--- src/rtl/seq_gen_pkg.sv ---
`default_nettype none
// ============================================================================
// Package     : seq_gen_pkg
// Description : Shared defaults for the user sequence generator: default
//               entry width, table depth, the 4-bit Johnson table and the
//               index-width helper (clog2 with a 1-bit minimum).
// Ports       : none (package)
// Revision    : 1.0 - initial release
// ============================================================================
package seq_gen_pkg;

  localparam int DEF_WIDTH = 4;
  localparam int DEF_DEPTH = 8;

  // Entry i lives at bits [i*WIDTH +: WIDTH]; entry 0 is the rightmost nibble.
  // Walk order: 0 -> 1 -> 3 -> 7 -> F -> E -> C -> 8
  localparam logic [DEF_DEPTH*DEF_WIDTH-1:0] DEF_SEQ =
    {4'h8, 4'hC, 4'hE, 4'hF, 4'h7, 4'h3, 4'h1, 4'h0};

  // Index register width; a single-slot table still needs one bit.
  function automatic int idx_width(input int depth);
    return (depth <= 1) ? 1 : $clog2(depth);
  endfunction

endpackage : seq_gen_pkg
`default_nettype wire

--- src/rtl/seq_table_rom.sv ---
`default_nettype none
// ============================================================================
// Module      : seq_table_rom
// Description : Combinational lookup of one entry from the packed sequence
//               table. Addresses at or beyond LEN return entry 0 so the
//               unused tail of the table can never leak onto the output.
// Ports       : addr_i  [AW-1:0]     entry index
//               data_o  [WIDTH-1:0]  selected entry
// Revision    : 1.0 - initial release
// ============================================================================
module seq_table_rom
  import seq_gen_pkg::*;
#(
  parameter int                         WIDTH = DEF_WIDTH,
  parameter int                         DEPTH = DEF_DEPTH,
  parameter int                         LEN   = DEF_DEPTH,
  parameter int                         AW    = idx_width(DEF_DEPTH),
  parameter logic [DEPTH*WIDTH-1:0]     SEQ   = DEF_SEQ
) (
  input  logic [AW-1:0]    addr_i,
  output logic [WIDTH-1:0] data_o
);

  always_comb begin
    data_o = SEQ[WIDTH-1:0];
    for (int i = 0; i < LEN; i++) begin
      if (addr_i == AW'(i)) begin
        data_o = SEQ[i*WIDTH +: WIDTH];
      end
    end
  end

endmodule : seq_table_rom
`default_nettype wire

--- src/rtl/user_sequence_design.sv ---
`default_nettype none
// ============================================================================
// Module      : user_sequence_design
// Description : Free-running programmable sequence generator. Steps through
//               the first LEN entries of SEQ, one entry per enabled clock,
//               wrapping from entry LEN-1 straight back to entry 0.
// Ports       : clk  in   1      rising-edge clock
//               rst  in   1      synchronous reset, active low
//               en   in   1      advance enable
//               c    out  WIDTH  current entry, registered
// Revision    : 1.0 - initial release
// ============================================================================
module user_sequence_design
  import seq_gen_pkg::*;
#(
  parameter int WIDTH = DEF_WIDTH,
  parameter int DEPTH = DEF_DEPTH,
  parameter int LEN   = DEF_DEPTH,
  parameter     SEQ   = DEF_SEQ
) (
  input  logic             clk,
  input  logic             rst,
  input  logic             en,
  output logic [WIDTH-1:0] c
);

  localparam int AW = idx_width(DEPTH);

  // --------------------------------------------------------------------------
  // Elaboration-time parameter sanity checks
  // --------------------------------------------------------------------------
  if (WIDTH < 1) begin : g_chk_width
    $error("user_sequence_design: WIDTH must be >= 1");
  end
  if (LEN < 2 || LEN > DEPTH) begin : g_chk_len
    $error("user_sequence_design: LEN must satisfy 2 <= LEN <= DEPTH");
  end
  if ($bits(SEQ) != DEPTH*WIDTH) begin : g_chk_seq
    $error("user_sequence_design: SEQ width must equal DEPTH*WIDTH");
  end

  localparam logic [DEPTH*WIDTH-1:0] C_SEQ = SEQ;

  logic [AW-1:0]    idx_q;
  logic [AW-1:0]    idx_d;
  logic [AW-1:0]    rom_addr;
  logic [WIDTH-1:0] rom_data;
  logic [WIDTH-1:0] c_q;

  // Next index with wrap: LEN-1 goes straight to 0, no gap and no repeat.
  always_comb begin
    idx_d = idx_q + 1'b1;
    if (idx_q == AW'(LEN - 1)) begin
      idx_d = '0;
    end
  end

  // While reset is asserted the ROM is pointed at entry 0 so the same
  // lookup serves both the reset load and the normal advance.
  assign rom_addr = rst ? idx_d : '0;

  seq_table_rom #(
    .WIDTH (WIDTH),
    .DEPTH (DEPTH),
    .LEN   (LEN),
    .AW    (AW),
    .SEQ   (C_SEQ)
  ) u_rom (
    .addr_i (rom_addr),
    .data_o (rom_data)
  );

  // Reset wins over enable; the entry for the new index is loaded on the
  // same edge that advances the index, so c carries no extra latency.
  always_ff @(posedge clk) begin
    if (!rst) begin
      idx_q <= '0;
      c_q   <= rom_data;
    end else if (en) begin
      idx_q <= idx_d;
      c_q   <= rom_data;
    end
  end

  assign c = c_q;

endmodule : user_sequence_design
`default_nettype wire

--- config.mk ---
export PLATFORM = sky130hd
export DESIGN_NAME = user_sequence_design
export DESIGN_NICKNAME = d
export VERILOG_FILES = /design/src/rtl/seq_gen_pkg.sv /design/src/rtl/seq_table_rom.sv /design/src/rtl/user_sequence_design.sv
export SDC_FILE = /design/constraint.sdc
export NUM_CORES = 1
export LEC_CHECK = 0
export BUFFER_PORTS_ARGS = -buffer_cell sky130_fd_sc_hd__buf_2
export CAP_MARGIN = 0
export CORE_AREA = 8 8 45 47
export CTS_CLUSTER_SIZE = 25
export DETAILED_ROUTE_END_ITERATION = 10
export DIE_AREA = 0 0 53 55
export PLACE_DENSITY = 0.42
export SLEW_MARGIN = 0
export SYNTH_ARGS = -nofsm -noshare
export SYNTH_HDL_FRONTEND = slang
export SYNTH_SLANG_ARGS = --single-unit
--- constraint.sdc ---
create_clock -name clk -period 2 [get_ports clk]
set_input_delay 0.6 -clock clk [delete_from_list [all_inputs] [get_ports clk]]
set_output_delay 0.6 -clock clk [all_outputs]
set_load 0.05 [all_outputs]
**Word-level counts from Yosys, hierarchy flattened**

Index checks and enable logic that the tools add are counted.

- Word-level logic and storage cells: 23
- Flip-flop bits (word level): 7
- Input bits: 3
- Output and inout port bits: 4

- Muxes and demuxes: 11
- Equal/unequal tests: 9
- Add/sub/neg operators: 1

Operator list:

| operator | count |
|---|---|
| two-way mux 4 bit | 6 |
| equality test 3 bit, second input constant | 5 |
| two-way mux 3 bit | 3 |
| equality test 3 x 2 -> 1 bit, second input constant | 2 |
| adder 3 x 1 -> 3 bit, second input constant | 1 |
| equality test 3 x 1 -> 1 bit, second input constant | 1 |
| two-way mux 2 bit | 1 |
| inequality test 2 x 1 -> 1 bit, second input constant | 1 |
| two-way mux 1 bit | 1 |

**Depth between registers and ports, before layout**

Gate-level depths: netlist of the first run.

- Depth in word-level cells: 13
- Depth in mapped cells: 4
- Mapped depth without buffers: 4

**Hierarchy**

From an unflattened synthesis of the first run, not the netlist that was laid out.

- Cell total of the unflattened synthesis: 26
- Area total of the unflattened synthesis: 327.8 um2

By module, submodules not included:

| module | sequential area each (um2) | area an instance (um2) | cells each | times used |
|---|---|---|---|---|
| user_sequence_design | 180.2 | 290.3 | 20 | 1 |
| seq_table_rom | 0.0 | 37.5 | 6 | 1 |

**Least setup slack after synthesis of the first run**

No wires, ideal clock.

- Path kind: reg2reg
- Start: register idx_q[0]
- End: register c_q[1] (netlist: c[1]) (data pin)
- Required time: 1.745 ns
- Period minus slack after synthesis: 1.375 ns
- Setup slack: 0.625 ns
- Buffers on the path: 0
- Stages on the path, launching flop included: 5
- Data arrival time: 1.121 ns
- Library setup time: 0.255 ns
- Cells stage by stage: dfxtp_1 -> ha_1 -> ha_1 -> xor2_1 -> and2_1

- Longest elaborated chain between the ends: 12
- Elaborated cells on any way between the ends: 18
- Those cells by class: 1 x add/sub; 7 x eq/ne; 10 x mux

RTL lines:

| item | line | RTL |
|---|---|---|
| from (decl) | user_sequence_design.sv:44 | `logic [AW-1:0] idx_q;` |
| from (signal assigned) | user_sequence_design.sv:80 | `idx_q <= idx_d;` |
| adder 3 x 1 -> 3 bit / equality test 3 bit (equally long branches) | user_sequence_design.sv:52, user_sequence_design.sv:53 |  |
| two-way mux 3 bit * | user_sequence_design.sv:53 | `if (idx_q == AW'(LEN - 1)) begin` |
| via idx_d[2] | user_sequence_design.sv:45 | `logic [AW-1:0] idx_d;` |
| two-way mux 3 bit * | user_sequence_design.sv:60 | `assign rom_addr = rst ? idx_d : '0;` |
| equality test 3 x 2 -> 1 bit | seq_table_rom.sv:27 | `if (addr_i == AW'(i)) begin` |
| two-way mux 2 bit | seq_table_rom.sv:27 |  |
| two-way mux 3 bit | seq_table_rom.sv:27 |  |
| two-way mux 4 bit (3 in series) | seq_table_rom.sv:27 |  |
| two-way mux 4 bit * | seq_table_rom.sv:27 |  |
| two-way mux 4 bit | user_sequence_design.sv:79 | `end else if (en) begin` |
| two-way mux 4 bit * | user_sequence_design.sv:76 | `if (!rst) begin` |
| to (signal assigned) | user_sequence_design.sv:78 | `c_q <= rom_data;` |
| to (signal assigned) | user_sequence_design.sv:81 | `c_q <= rom_data;` |
| to (decl) | user_sequence_design.sv:48 | `logic [WIDTH-1:0] c_q;` |

The timed path passes the listed nets; every way through them passes the cells marked *. The select of a mux whose other input is x is not followed.
A chain may end at the register's enable or synchronous reset.

**Final worst setup path of the first run**

Ends and elaborated chain as after synthesis.

==> impl_metrics.toml, run 1 <==
[cts]
clock_latency_ns = 0.25
cts-buffers-inserted = 3
cts-resized-gates = 0
cts_setup_buffers = 0
clock_path_buffers = 2
holdBufCountCts = 0
cts_tree = "done"
cts.sink_count = 7
htree_levels = 1
ctsRootBufferMaster = "clkbuf_4"
path_clk_slew_ns = 0.05

[routing]
ant_nets = 0
wl_per_cell_um = 10.4
vias = 219
dr.first_iter.drc_count = 5
drc = 0
firstDrtPassIters = 4
routed_wl_um = 541
vias_per_cell = 4.21

[critical_path]
crit_path_end_kind = "register"
cp_common_cell = "ha_1"
cp.arrival_ns = 1.43
crit_fanout = 5
cp_slowest_cell = "dfxtp_1"
crit_chain = "ha_1 > ha_1 > xor2_1 > and2_1"
cp.required_ns = 2.01
path_class = "register to register"
reg2reg_from = "idx_q[0]"
cp-start-kind = "register"
slowest_delay_ns = 0.35
cp-startpoint = "idx_q[0]"

[timing]
setup_viol = 0
relSlewSlack_pct = 83.3
drv_slew = 0
rsz0062_at_grt = "no"
finalClockSkew_ns = 0.00292
tightest_slew_ns = 0.252
setup_tns_ns = 0
finalCritPeriodShare_pct = 71.1
fmax_mhz = 703
hold_viol = 0
min_period_ns = 1.42

[synth]
ys_top_cells_by_count = "edfxtp_1 (4), mux2i_1 (4), dfxtp_1 (3), nor2b_1 (3)"
avgSynthCellArea_um2 = 13.0
syn-cell-area_um2 = 339
netlist_instances = 26
yosysSeqAreaShare_pct = 53.1
synth_top_area_share_pct = 35.4
ys_ff_latch = 7
ys.flop_type = "edfxtp_1"
synth_top_cells_by_area = "edfxtp_1 (35%), dfxtp_1 (18%), mux2i_1 (12%)"
async_reset_ff_share_pct = 0
synth_edf_count = 4
ys_warn_count = 0
ys_types = 13
yosysTopAreaCell = "edfxtp_1"
synth_nets = 31

[power]
p_clk_share_pct = 34.5
ir_drop_mv = 0.306
power_density_mw_per_mm2 = 886
switching_power_mw = 0.102
swShare_pct = 27.8
combPwrFrac_pct = 19.4
leakage_nw = 0.202
intPower_mw = 0.266
seq_power_share_pct = 46.1

[place]
gp_congestion = 0.726
port-buffer-count = 6
dp_cells = 48

[worst_hold_path]
hold_path.class = "register to register"
worstHoldStart = "idx_q[1]"

[global_route]
grt_pass1_vias = 195
antenna_found_initial = 0
grt_start_max_net_pins = 8
grt_pass1_wl_um = 821
grt_overflow_total = 0
grt_use_total_pct = 4.28

[cells_and_area]
diodes = 0
fin_cells = 52
drive_above_1_share_pct = 30.6
fin_nets = 42
area_growth_pct = 22.5

[outcome]
status = "completed"

[floorplanning]
chipHeight_um = 55
io_pins = 7
dieArea_mm2 = 0.00292
coreArea_mm2 = 0.00138
die_w_um = 53
rows = 14
initial_utilization_pct = 24.5

[job]
maxCapViolCount = 0
worst max-delay path: cells and delay by family, from the launching register on:
kind          cells  cell delay [ns]
flops             1             0.35
simple gates      1             0.15
fa+ha+maj         2             0.53
xor+xnor          1             0.15
power groups by stage:
stage / combinational, mW / clock, mW / sequential, mW
6_report: 0.0714 / 0.127 / 0.170
5_1_grt: 0.0760 / 0.141 / 0.171
4_1_cts: 0.0723 / 0.131 / 0.170
3_5_place_dp: 0.0720 / 0 / 0.173
3_3_place_gp: 0.0717 / 0 / 0.173
2_1_floorplan: 0.0269 / 0 / 0.201
registers in the layout, indices dropped and copies added (netlist names):
register  cells
c             4
idx_q         3
layout by cell type (no fill, tap or decap):
cell	Yosys	layout
o21bai_1	1	1
xor2_1	1	1
edfxtp_1	4	4
mux2i_1	4	4
dfxtp_1	3	3
inv_1	1	1
o21a_1	1	1
nand2_1	1	1
nor3b_2	2	2
ha_1	2	2
clkbuf_1	0	1
buf_2	0	6
nor2b_1	3	3
and2_1	1	1
nand2b_1	2	2
clkbuf_4	0	3
worst paths after layout:
kind / end / slack [ns] / cells after the start
max: c[1] / 0.58 / 4
min: idx_q[1] / 0.52 / 2
max reg2reg: c[1] / 0.58 / 4
min reg2reg: idx_q[1] / 0.52 / 2
cell families (layout without fill, tap and decap cells):
logic type               Yosys count  count (layout)  synth area share, %
AND/OR/NAND/NOR                    9               9                 19.6
adder cells (fa/ha/maj)            2               2                 7.38
XOR/XNOR                           1               1                 2.58
buffers and inverters              1              11                 1.11
AO/OA/AOI/OAI                      2               2                 4.43
flip-flops                         7               7                 53.1
multiplexers                       4               4                 11.8
metal layers:
| metal | vias up | share of wire (%) | GRT usage [%] |
|---|---|---|---|
| li1 | 114 | - | - |
| met2 | 8 | 39 | 5.27 |
| met3 | 4 | 13 | 3.48 |
| met1 | 93 | 44 | 4.45 |
| met5 | - | 0 | 0 |
| met4 | 0 | 3.5 | 3.88 |
area by class of cell:
type                       count  area (um^2)
clock buffer                   4         26.3
fill                         151          968
inverter                       1         3.75
multi-input combinational     18          155
sequential                     7          180
tap                           16         20.0
timing repair buffer           6         30.0
stage by stage:
step / worst slack, ns / power, mW / utilization, % / hold slack, ns / cell area [um^2]
after floorplan: 0.625 / 0.228 / - / 0.487 / 339
after global placement: 0.580 / 0.244 / 28.1 / 0.504 / 389
after detailed placement: 0.567 / 0.245 / 28.1 / 0.514 / 389
after CTS: 0.564 / 0.373 / 30.0 / 0.528 / 415
after global routing: 0.512 / 0.388 / 30.0 / 0.551 / 415
final: 0.578 / 0.368 / 30.0 / 0.518 / 415
(Power assumes the default switching activity.)
==> run 2: changes to the inputs <==
--- a/config.mk
+++ b/config.mk
@@ -11,7 +11,7 @@
 export CTS_CLUSTER_SIZE = 25
 export DETAILED_ROUTE_END_ITERATION = 10
 export DIE_AREA = 0 0 53 55
-export PLACE_DENSITY = 0.42
+export PLACE_DENSITY = 0.44
 export SLEW_MARGIN = 0
 export SYNTH_ARGS = -nofsm -noshare
 export SYNTH_HDL_FRONTEND = slang
==> constraint.sdc (replaced) <==
create_clock -name clk -period 1.25 [get_ports clk]
set_input_delay 0.375 -clock clk [delete_from_list [all_inputs] [get_ports clk]]
set_output_delay 0.375 -clock clk [all_outputs]
set_load 0.05 [all_outputs]
==> impl_metrics.toml, run 2 (same netlist as run 1, synthesis figures left out) <==
[outcome]
status = "completed"

[cts]
cts-resized-gates = 0
clock_path_buffers = 2
htree_levels = 1
cts-buffers-inserted = 3
holdBufCountCts = 0
ctsRootBufferMaster = "clkbuf_4"
cts_tree = "done"
clock_latency_ns = 0.25
path_clk_slew_ns = 0.05
cts_setup_buffers = 0
cts.sink_count = 7

[place]
gp_congestion = 0.674
port-buffer-count = 6
hpwl_um = 471
place_area_um2 = 423

[timing]
hold_viol = 0
finalCritPeriodShare_pct = 98.8
rsz0062_at_grt = "yes"
hold_slack_ns = 0.424
drv_slew = 0
min_period_ns = 1.23
setup_viol = 0
fmax_mhz = 810
relSlewSlack_pct = 83.4
tightest_slew_ns = 0.251
finalClockSkew_ns = 0.00283

[global_route]
grt_use_total_pct = 5.22
antenna_found_initial = 0
grt_pass1_vias = 241
grt_overflow_total = 0
grt_start_max_net_pins = 8
grt_pass1_wl_um = 1040

[critical_path]
slowest_delay_ns = 0.33
cp_slowest_cell = "dfxtp_2"
crit_path_end_kind = "register"
crit_family = "adder cells"
r2r_slack_ns = 0.02
cp.depth = 4
path_class = "register to register"
cp-startpoint = "idx_q[0]"
rr_worst_depth = 4
cp-start-kind = "register"
cp.required_ns = 1.25
crit_end = "c[1]"
crit_fanout = 4
path_buf_inv = 0
cp.arrival_ns = 1.23
reg2reg_from = "idx_q[0]"
timing.rr.end = "c[1]"
cp_common_cell = "ha_4"
crit_chain = "ha_4 > ha_4 > xor2_1 > and2_1"

[floorplanning]
io_pins = 7
rows = 14
coreArea_mm2 = 0.00138
chipHeight_um = 55
initial_utilization_pct = 24.5
dieArea_mm2 = 0.00292
die_w_um = 53

[power]
finalPower_mw = 0.603
p_clk_share_pct = 33.3
combPwrFrac_pct = 21.6
seq_power_share_pct = 45.1
ir_drop_mv = 0.515
intPower_mw = 0.437
swShare_pct = 27.6
leakage_nw = 0.205
switching_power_mw = 0.166
power_density_mw_per_mm2 = 1310

[cells_and_area]
finalInstanceArea_um2 = 459
drive_above_1_share_pct = 43.2
final_util_pct = 33.2
largest_reg_flops = 4
area_growth_pct = 35.4
final_cell_mix = "buf_2 (5), mux2i_1 (4), edfxtp_1 (4)"
fin_nets = 43
fillers = 149
diodes = 0
layout_commonest_cell = "buf_2"

[routing]
dr.first_iter.drc_count = 3
vias_per_cell = 4.17
vias = 221
drc = 0
ant_nets = 0
routed_wl_um = 595
wl_per_cell_um = 11.2
firstDrtPassIters = 4

[worst_hold_path]
hold_path.class = "primary input to register"
worstHoldStart = "rst"

[job]
maxCapViolCount = 0
==> run 2: cell count changes in the layout (fill, tap and decap cells not counted) <==
cell | previous run | this run
buf_4 | 0 | 2
ha_1 | 2 | 0
ha_4 | 0 | 2
buf_2 | 6 | 5
dfxtp_1 | 3 | 2
dfxtp_2 | 0 | 1
nand2b_1 | 2 | 1
nand2b_4 | 0 | 1
==> run 2: through the flow <==
stage	worst slack (ns)	setup TNS, ns	instances
after floorplan	0.0234	0	26
after global placement	0.0266	0	49
after detailed placement	0.0236	0	49
after CTS	0.0111	0	53
after global routing	-0.00836	-0.00836	53
final	0.0151	0	53
==> run 2: final cells by class <==
class / instances / area, um^2 / share of cell area [%]
inverters: 1 / 3.75 / 0.817
repair buffers: 7 / 40.0 / 8.72
clock buffers: 4 / 26.3 / 5.72
flip-flops and latches: 7 / 181 / 39.5
well taps: 16 / 20.0 / 4.36
multi-input cells: 18 / 188 / 40.9
==> run 2: worst min path at each step <==
stage | end | cells after the start
detailed placement | idx_q[1] | 2
global route | idx_q[0] | 2
floorplan | idx_q[0] | 1
finish | idx_q[0] | 2
CTS | idx_q[0] | 2
global placement | idx_q[1] | 2
==> run 2: worst reg2reg max path: cells and delay by family, from the launching register on <==
kind / cells / cell delay, ns
fa+ha+maj: 2 / 0.38
simple gates: 1 / 0.14
flops: 1 / 0.33
xor+xnor: 1 / 0.13
==> run 2: routing by layer <==
metal,track usage (%),share of wire [%],up-vias
met5,0,0,-
met4,3.88,0,0
met3,3.21,7.2,0
met2,7.23,48,5
met1,5.71,45,103
li1,-,-,113
==> run 2: power by group through the flow <==
stage               Combinational (mW)  Sequential, mW  Clock [mW]
global route                     0.140           0.275       0.233
finish                           0.130           0.272       0.201
CTS                              0.128           0.272       0.212
floorplan                       0.0478           0.325           0
global placement                 0.127           0.277           0
detailed placement               0.127           0.277           0
